File: config.mk
export PLATFORM = sky130hd
export DESIGN_NAME = instr_queue_reg
export DESIGN_NICKNAME = d
export VERILOG_FILES = /design/src/rtl/instr_queue_reg.sv
export SDC_FILE = /design/constraint.sdc
export NUM_CORES = 1
export LEC_CHECK = 0
export CAP_MARGIN = 10
export CORE_MARGIN = 1
export CORE_UTILIZATION = 40
export CTS_CLUSTER_DIAMETER = 30
export DETAILED_ROUTE_END_ITERATION = 12
export SKIP_LAST_GASP = 1
export SLEW_MARGIN = 15
export SYNTH_ARGS = -nofsm -noshare
export SYNTH_HDL_FRONTEND = slang
export SYNTH_SLANG_ARGS = --single-unit
File: constraint.sdc
create_clock -name Clk -period 2.8 [get_ports Clk]
set_input_delay 0.42 -clock Clk [delete_from_list [all_inputs] [get_ports Clk]]
set_output_delay 0.42 -clock Clk [all_outputs]
set_load 0.05 [all_outputs]
File: src/rtl/instr_queue_reg.sv
// ---------------------------------------------------------------------------
// instr_queue_reg
//   DEPTH-entry circular instruction queue. The head entry is decoded into
//   MIPS-style fields (Opcode, ReadReg1..3, Imm); all fields read zero while
//   no head entry is present. A push into a full queue is dropped and sets a
//   sticky Overflow flag that only Flush or Reset clears.
//
//   Optional feature macro: INSTR_QUEUE_BYPASS_EN
//     When defined, a push into an empty queue is presented at the head in the
//     same cycle straight from Instruction; if Advance is also high the word
//     is consumed without ever being stored. When undefined (default), no
//     combinational path exists from Instruction/IRWrite to any output.
// ---------------------------------------------------------------------------
module instr_queue_reg #(
  parameter int DEPTH = 4,
  parameter int CW    = $clog2(DEPTH + 1)
) (
  input  logic          Clk,
  input  logic          Reset,
  input  logic [31:0]   Instruction,
  input  logic          IRWrite,
  input  logic          Advance,
  input  logic          Flush,
  output logic [5:0]    Opcode,
  output logic [4:0]    ReadReg1,
  output logic [4:0]    ReadReg2,
  output logic [4:0]    ReadReg3,
  output logic [15:0]   Imm,
  output logic          Valid,
  output logic          Full,
  output logic [CW-1:0] Count,
  output logic          Overflow
);

  localparam int             PW       = (DEPTH > 1) ? $clog2(DEPTH) : 1;
  localparam logic [CW-1:0]  DEPTH_C  = CW'(DEPTH);
  localparam logic [PW-1:0]  LAST_PTR = PW'(DEPTH - 1);

  // Storage and control state
  logic [31:0]   r_mem [DEPTH];
  logic [PW-1:0] r_rd_ptr;
  logic [PW-1:0] r_wr_ptr;
  logic [CW-1:0] r_count;
  logic          r_overflow;

  // Decoded handshake terms
  logic          w_stored_valid;
  logic          w_full;
  logic          w_pop;
  logic          w_push;
  logic          w_drop;
  logic          w_bypass;
  logic          w_consume;
  logic [31:0]   w_head_word;
  logic [31:0]   w_field_word;

  // Pointer increment with explicit wrap from the last entry back to zero.
  function automatic logic [PW-1:0] next_ptr(input logic [PW-1:0] p);
    return (p == LAST_PTR) ? '0 : p + 1'b1;
  endfunction

  assign w_stored_valid = (r_count != '0);
  assign w_full         = (r_count == DEPTH_C);

`ifdef INSTR_QUEUE_BYPASS_EN
  // Empty queue with a push: the incoming word is the head this cycle.
  // Gated by Reset so every output is forced low while reset is asserted.
  assign w_bypass  = Reset && IRWrite && !w_stored_valid;
  // Bypassed word popped in the same cycle never enters storage.
  assign w_consume = w_bypass && Advance;
`else
  assign w_bypass  = 1'b0;
  assign w_consume = 1'b0;
`endif

  // Pop only retires a stored entry; Advance on an empty queue is ignored.
  assign w_pop  = Advance && w_stored_valid;
  // A full queue still accepts a push when the head retires in the same cycle.
  assign w_push = IRWrite && !w_consume && (!w_full || w_pop);
  // Dropped push: full and nothing leaves this cycle.
  assign w_drop = IRWrite && w_full && !Advance;

  // Pointer, occupancy and sticky-overflow state; Flush outranks push/pop.
  always_ff @(posedge Clk or negedge Reset) begin
    if (!Reset) begin
      r_rd_ptr   <= '0;
      r_wr_ptr   <= '0;
      r_count    <= '0;
      r_overflow <= 1'b0;
    end else if (Flush) begin
      r_rd_ptr   <= '0;
      r_wr_ptr   <= '0;
      r_count    <= '0;
      r_overflow <= 1'b0;
    end else begin
      if (w_push) r_wr_ptr <= next_ptr(r_wr_ptr);
      if (w_pop)  r_rd_ptr <= next_ptr(r_rd_ptr);
      case ({w_push, w_pop})
        2'b10:   r_count <= r_count + 1'b1;
        2'b01:   r_count <= r_count - 1'b1;
        default: r_count <= r_count;
      endcase
      if (w_drop) r_overflow <= 1'b1;
    end
  end

  // Entry storage write port.
  // NOTE: the data array has no reset; stale words are never observable
  // because every read is qualified by Count, so clearing it buys nothing.
  always_ff @(posedge Clk) begin
    if (Reset && !Flush && w_push) begin
      r_mem[r_wr_ptr] <= Instruction;
    end
  end

  // Head selection and zero-masking of the decoded fields when no head exists.
  always_comb begin
    // NOTE: defaults first so every path assigns every signal (no latches).
    w_head_word  = r_mem[r_rd_ptr];
    w_field_word = '0;
    if (w_bypass) w_head_word = Instruction;
    if (Valid)    w_field_word = w_head_word;
  end

  assign Valid    = w_stored_valid || w_bypass;
  assign Full     = w_full;
  assign Count    = r_count;
  assign Overflow = r_overflow;

  assign Opcode   = w_field_word[31:26];
  assign ReadReg1 = w_field_word[25:21];
  assign ReadReg2 = w_field_word[20:16];
  assign ReadReg3 = w_field_word[15:11];
  assign Imm      = w_field_word[15:0];

  // Occupancy can never exceed the number of entries.
  a_count_bound : assert property (@(posedge Clk) disable iff (!Reset) r_count <= DEPTH_C)
    else $error("instr_queue_reg: Count above DEPTH");

endmodule

Word-level counts from Yosys, hierarchy flattened --
Memory sizes are Yosys's and may differ from the RTL's. Index checks and enable logic that the tools add are counted.
Storage, ports and cells: memories kept 1, RAM bits 128, input port bits 37, output and inout bits 43, flip-flop bits (word level) 8, logic and storage cells 42
Cells by class: multiplexer cells 13, $add $sub $neg 4, eq/ne operators 5, reductions and logical operators 15
Memory list:
- r_mem | words 4, bits a word 32, rd ports 1, clocked after Yosys merged registers in 0, wr ports 1, line 40 | logic [31:0] r_mem [DEPTH];
Operator list (number):
- $mux 32 | 1
- $mux 2 | 6
- $eq 2x2->1 const B | 3
- $logic_and 1x1->1 | 6
- $pmux 3 s2 | 1
- $reduce_bool 2->1 | 3
- $reduce_bool 3->1 | 2
- $add 2x1->2 const B | 2
- $mux 1 | 4
- $add 3x1->3 const B | 1
- $eq 3x3->1 const B | 1
- $logic_not 1->1 | 3
- $mux 3 | 1
- $sub 3x1->3 const B | 1
- $eq 2x1->1 const B | 1
- $logic_or 1x1->1 | 1

Logic depth before layout (Yosys ltp) --
depth in word-level cells 7, depth in mapped cells 8

Worst setup path before layout --
OpenSTA, ideal clock, no wires.
path kind flip-flop to flip-flop, start reg r_count[2] (netlist: Count[2]), end reg r_count[2] (netlist: Count[2]), path slack -0.094 ns, stages on the path, launching flop included 9, setup time 0.082 ns, arrival 2.812 ns, path through dfrtp_1 buf_2 nor3_2 inv_1 and3_1 fa_1 or3b_1 or3_1 a31oi_1
On the way: longest elaborated chain between the ends 7, elaborated cells on any way between the ends 13, classes of those cells add/sub (2); eq/ne (3); mux (2); reduce/logical (6)
RTL lines:
- from (decl) | line 43 | logic [CW-1:0] r_count;
- from (signal assigned) | line 99 | 2'b10: r_count <= r_count + 1'b1;
- from (signal assigned) | line 100 | 2'b01: r_count <= r_count - 1'b1;
- from (signal assigned) | line 101 | default: r_count <= r_count;
- $reduce_bool 3->1 (*) | line 62 | assign w_stored_valid = (r_count != '0);
- named net Valid | line 29 | output logic Valid,
- $logic_and 1x1->1 (*) | line 77 | assign w_pop = Advance && w_stored_valid;
- $logic_or 1x1->1 | line 79 | assign w_push = IRWrite && !w_consume && (!w_full || w_pop);
- $logic_and 1x1->1 | line 79
- $eq 2x1->1 / $eq 2x2->1 (equally long branches) | line 98 | case ({w_push, w_pop})
- $pmux 3 s2 | line 98
- $mux 3 | line 90 | end else if (Flush) begin
The timed path passes the listed nets; every way through them passes the cells marked *. A chain may end at the register's enable or synchronous reset.

Worst setup path in the final report --
start reg r_rd_ptr[0], end out Imm[2]
On the way: longest elaborated chain between the ends 2
RTL lines:
- from (decl) | line 41 | logic [PW-1:0] r_rd_ptr;
- from (signal assigned) | line 97 | if (w_pop) r_rd_ptr <= next_ptr(r_rd_ptr);
- $mem_v2 4x32
- $mux 32 | line 122 | if (Valid) w_field_word = w_head_word;
- to (decl) | line 28 | output logic [15:0] Imm,
Every way passes these cells.

==> summary by stage <==
Worst setup path
The signal arrival time at the worst endpoint is approximately 2.2 ns. Along the worst path, the maximum fanout reaches 14. The worst setup path is launched from a register. The slack of the worst reg-to-reg path is approximately 0.49 ns.

In this design, the stage delay of the slowest critical-path cell is approximately 0.61 ns. The start point of the critical path is r_rd_ptr[0]$_DFFE_PN0P_. The slowest library cell on the worst path is sky130_fd_sc_hd__dfrtp_2.

Walking the worst path, the cells encountered are buf_12, mux4_2, nor2b_1, buf_4. In this run the critical register-to-register path is captured at Count[2]$_DFFE_PN0P_. The data required time at the worst endpoint is between 2 and 2.5 ns. The startpoint of the lowest-slack register-to-register path is Count[1]$_DFFE_PN0P_. The worst setup path is captured at a primary output. The number of cell instances on the worst register-to-register path is 7. The timing endpoint of the critical path is Imm[2].

The startpoint-to-endpoint class of the critical path is reg -> out.

Route
Summing over every cut layer, the via total after detailed routing is ~2800. The detailed router's first-iteration violation count is around 120. In the final routed layout, each cell accounts on average for roughly 18 um. The routed design has 9.93 mm of wire. In this run the remaining antenna-violating nets after routing total 0. The detailed-routing iteration count for the pre-antenna-repair pass is 4. The detailed-route DRC error count is 0. The number of vias per cell is between 4 and 5.

Logic synthesis
The post-synth net total is 317. In this run the cell area of the synthesized design comes to 0.00546 mm2. Sorting the synthesized cells by area gives the leading types as sky130_fd_sc_hd__edfxtp_1, sky130_fd_sc_hd__mux4_2, sky130_fd_sc_hd__dfrtp_1. After synthesis, flip-flops and latches occupy 74.0% of the total area. The share of the synthesized area in the top cell type is 70.4%. After technology mapping, the gate count stands at between 200 and 300. Summed over all instances, the cell type with the most area after synthesis is sky130_fd_sc_hd__edfxtp_1. After synthesis, the mean cell area works out to 19.9 um2. The leading register cell type out of synthesis is sky130_fd_sc_hd__edfxtp_1. Counting flops with a built-in enable in the synthesized netlist gives approximately 130. The distinct cell type count after synthesis is 35. For this run, the number of Yosys warnings is 0. The share of synthesized registers carrying an async set or reset is around 5.9%. The commonest cells after synthesis are sky130_fd_sc_hd__edfxtp_1, sky130_fd_sc_hd__mux4_2, sky130_fd_sc_hd__nor2b_1. The number of flip-flops and latches in the synthesized netlist is about 140.

Yosys instantiated no cell more often than sky130_fd_sc_hd__edfxtp_1.

Status
The flow ran to the end, and the final reports show no timing, DRC or antenna violations.

STA
The number of endpoints failing setup at the final stage is 0. Setup repair after global routing left no endpoint under its margin. The max-slew violation total from the final report is 0. Static timing analysis puts the maximum clock frequency at roughly 390 MHz.

The final period demand of the worst path is roughly 2.6 ns. The largest clock skew in the final design is roughly 0.0063 ns. The actual slew at the worst max-slew pin is 0.504 ns.

Setup total negative slack on the finished layout was measured at 0 ns. After layout, the worst path uses between 90 and 100% of the clock period. The worst pin sits at a relative slew slack of ~66%.

The tightest hold path in the finished design has a slack of ~0.33 ns. The total count of hold-check failures in the final report is 0.

Die
The area of the die is ~0.014 mm2. The standard cell core area is 0.0133 mm2. The width of the chip is 119 um. Once the floorplan was initialized, standard cells occupied between 40% and 50% of the core. The number of core rows is 42. The die is around 120 um tall. The count of boundary I/O pins is 80.

Job
The number of max-cap violations is 0.

Power and ir drop
The fraction of power consumed by combinational cells is between 20% and 30%. Across the VDD grid, the largest voltage drop is 489 uV. The cell-internal power is 3.94 mW.

Net switching is roughly 30% of the power. Summed over all nets, the switching power comes to roughly 1.7 mW. Power spread over the standard cell area amounts to about 790 mW/mm2. The analysis attributes to cell leakage a power of about 2.4 nW. The post-route total power is between 5 and 6 mW.

Per report_power, the sequential group accounts for between 40% and 50% of the total. In this run, the clock network consumes a little over a third of the power.

Place
The number of port buffers is 79. Once detailed placement completed, the half-perimeter wirelength came to approximately 6.3 mm. The final weighted congestion in routability-driven placement is 0.718. The number of placed cells counting well taps is approximately 530.

Layout
The number of fill cells in the layout is roughly 1100. The non-filler instance count after layout is about 560. The final net count is 411. The repair_antennas step left the layout with diodes totalling 0.

The post-route netlist has between 30% and 40% of its cells at a drive strength greater than 1. The synthesis-to-layout area growth is 29.2%.

Clock network
After clock tree synthesis, the clock-pin slew on the worst setup and hold paths is approximately 0.05 ns. The clock passes through at most 2 buffers. The master cell of the clock root buffer is sky130_fd_sc_hd__clkbuf_16. The clock tree synthesis step divided the H-tree into 4 levels. TritonCTS built the clock tree.

The number of buffers added to fix hold violations after cts is 0. Counting the buffers created by CTS gives 17. For the worst-skew pair, the clock arrives at the later sink with an insertion delay of a little over 0.4 ns. The number of buffers inserted by post-CTS setup repair is 0. Clock tree synthesis found a total of ~140 sinks. The post-CTS resize count is 0.

GRT
The via count of the first global-routing pass came to 2872. The total overflow left after global routing is 0. The maximum number of pins on one net before global-route repair is 33. The all-layer global routing usage is 15.5%. The first global-routing pass estimated between 15 and 20 mm of wire. The number of antenna violations at the first check in global routing is 0.

Hold path
The worst hold path class is in -> async.
area by class of cell:
type	instances	area (um2)	area share, %
Inverter	5	18.8	0.266
Timing Repair Buffer	96	951	13.5
Tap cell	176	220	3.12
Clock inverter	13	108	1.52
Multi-Input combinational cell	112	1280	18.2
Sequential cell	136	4050	57.3
Clock buffer	19	433	6.13
kinds of logic (layout without fill, tap and decap cells):
family                     Yosys count  in the layout  share of synthesized area (%)
AOI/OAI and AO/OA                   15             15                           1.67
xor gates and xnor gates             2              2                          0.321
adders and majority gates            6              6                           1.51
buffers and inverters               26            133                           2.68
DFF                                136            136                           74.0
muxes                               33             33                           13.4
and+or+nand+nor                     56             56                           6.41
sequential cells by signal, indices dropped and copies added (netlist names):
name and cells:
Count 3, Overflow 1, r_mem 128, r_rd_ptr 2
r_wr_ptr 2
power groups by stage:
stage / combinational (mW) / clock [mW] / sequential [mW]
floorplan: 0.893 / 0 / 2.35
global placement: 1.29 / 0 / 2.37
detailed placement: 1.29 / 0 / 2.37
CTS: 1.29 / 2.05 / 2.33
global route: 1.34 / 2.13 / 2.33
finish: 1.27 / 2.00 / 2.33
worst max-delay path, delay by kind of cell (launching register included):
family | cells | cell delay [ns]
flops | 1 | 0.61
mux | 1 | 0.54
buf+inv | 2 | 0.43
simple gates | 1 | 0.16
per-stage QoR:
step	instance area, um2	setup slack (ns)	utilization, %
global route	7060	0.100	53.1
CTS	7060	0.165	53.1
finish	7060	0.226	53.1
detailed placement	6520	0.247	49.0
floorplan	5460	0.0186	-
global placement	6520	0.274	49.0
metal layers:
layer	wire length (um)	GRT usage, %	vias to the layer above
met3	609	5.70	8
met1	4320	20.0	1421
met4	68	4.98	0
met2	4930	24.4	80
met5	0	0	-
li1	-	-	1272
how the worst min path moves through the flow:
stage | endpoint
after detailed placement | Overflow$_DFFE_PN0P_
after global placement | Overflow$_DFFE_PN0P_
after CTS | Count[0]$_DFFE_PN0P_
after global routing | Count[0]$_DFFE_PN0P_
final | Overflow$_DFFE_PN0P_
after floorplan | Count[0]$_DFFE_PN0P_
cells in the final DEF, fill, tap and decap left out, types with 2 or more instances in the layout:
master / synthesis / final
sky130_fd_sc_hd__nand2_1: 3 / 3
sky130_fd_sc_hd__or3_1: 2 / 2
sky130_fd_sc_hd__nand3_1: 2 / 2
sky130_fd_sc_hd__o21ai_0: 3 / 3
sky130_fd_sc_hd__edfxtp_1: 128 / 128
sky130_fd_sc_hd__clkdlybuf4s50_1: 0 / 42
sky130_fd_sc_hd__a21oi_1: 6 / 6
sky130_fd_sc_hd__o2111ai_1: 2 / 2
sky130_fd_sc_hd__mux4_2: 32 / 32
sky130_fd_sc_hd__nor2_1: 4 / 4
sky130_fd_sc_hd__clkbuf_16: 0 / 17
sky130_fd_sc_hd__clkinv_2: 0 / 3
sky130_fd_sc_hd__clkinv_4: 0 / 2
sky130_fd_sc_hd__dfrtp_1: 8 / 6
sky130_fd_sc_hd__clkinvlp_4: 0 / 5
sky130_fd_sc_hd__and2_2: 0 / 4
sky130_fd_sc_hd__dfrtp_2: 0 / 2
sky130_fd_sc_hd__buf_12: 0 / 10
sky130_fd_sc_hd__nor2b_1: 32 / 32
sky130_fd_sc_hd__clkinv_1: 0 / 2
sky130_fd_sc_hd__inv_1: 5 / 4
sky130_fd_sc_hd__ha_1: 5 / 5
sky130_fd_sc_hd__clkbuf_1: 4 / 2
sky130_fd_sc_hd__buf_4: 9 / 44
Note: power is estimated with default switching activity, not from simulation.
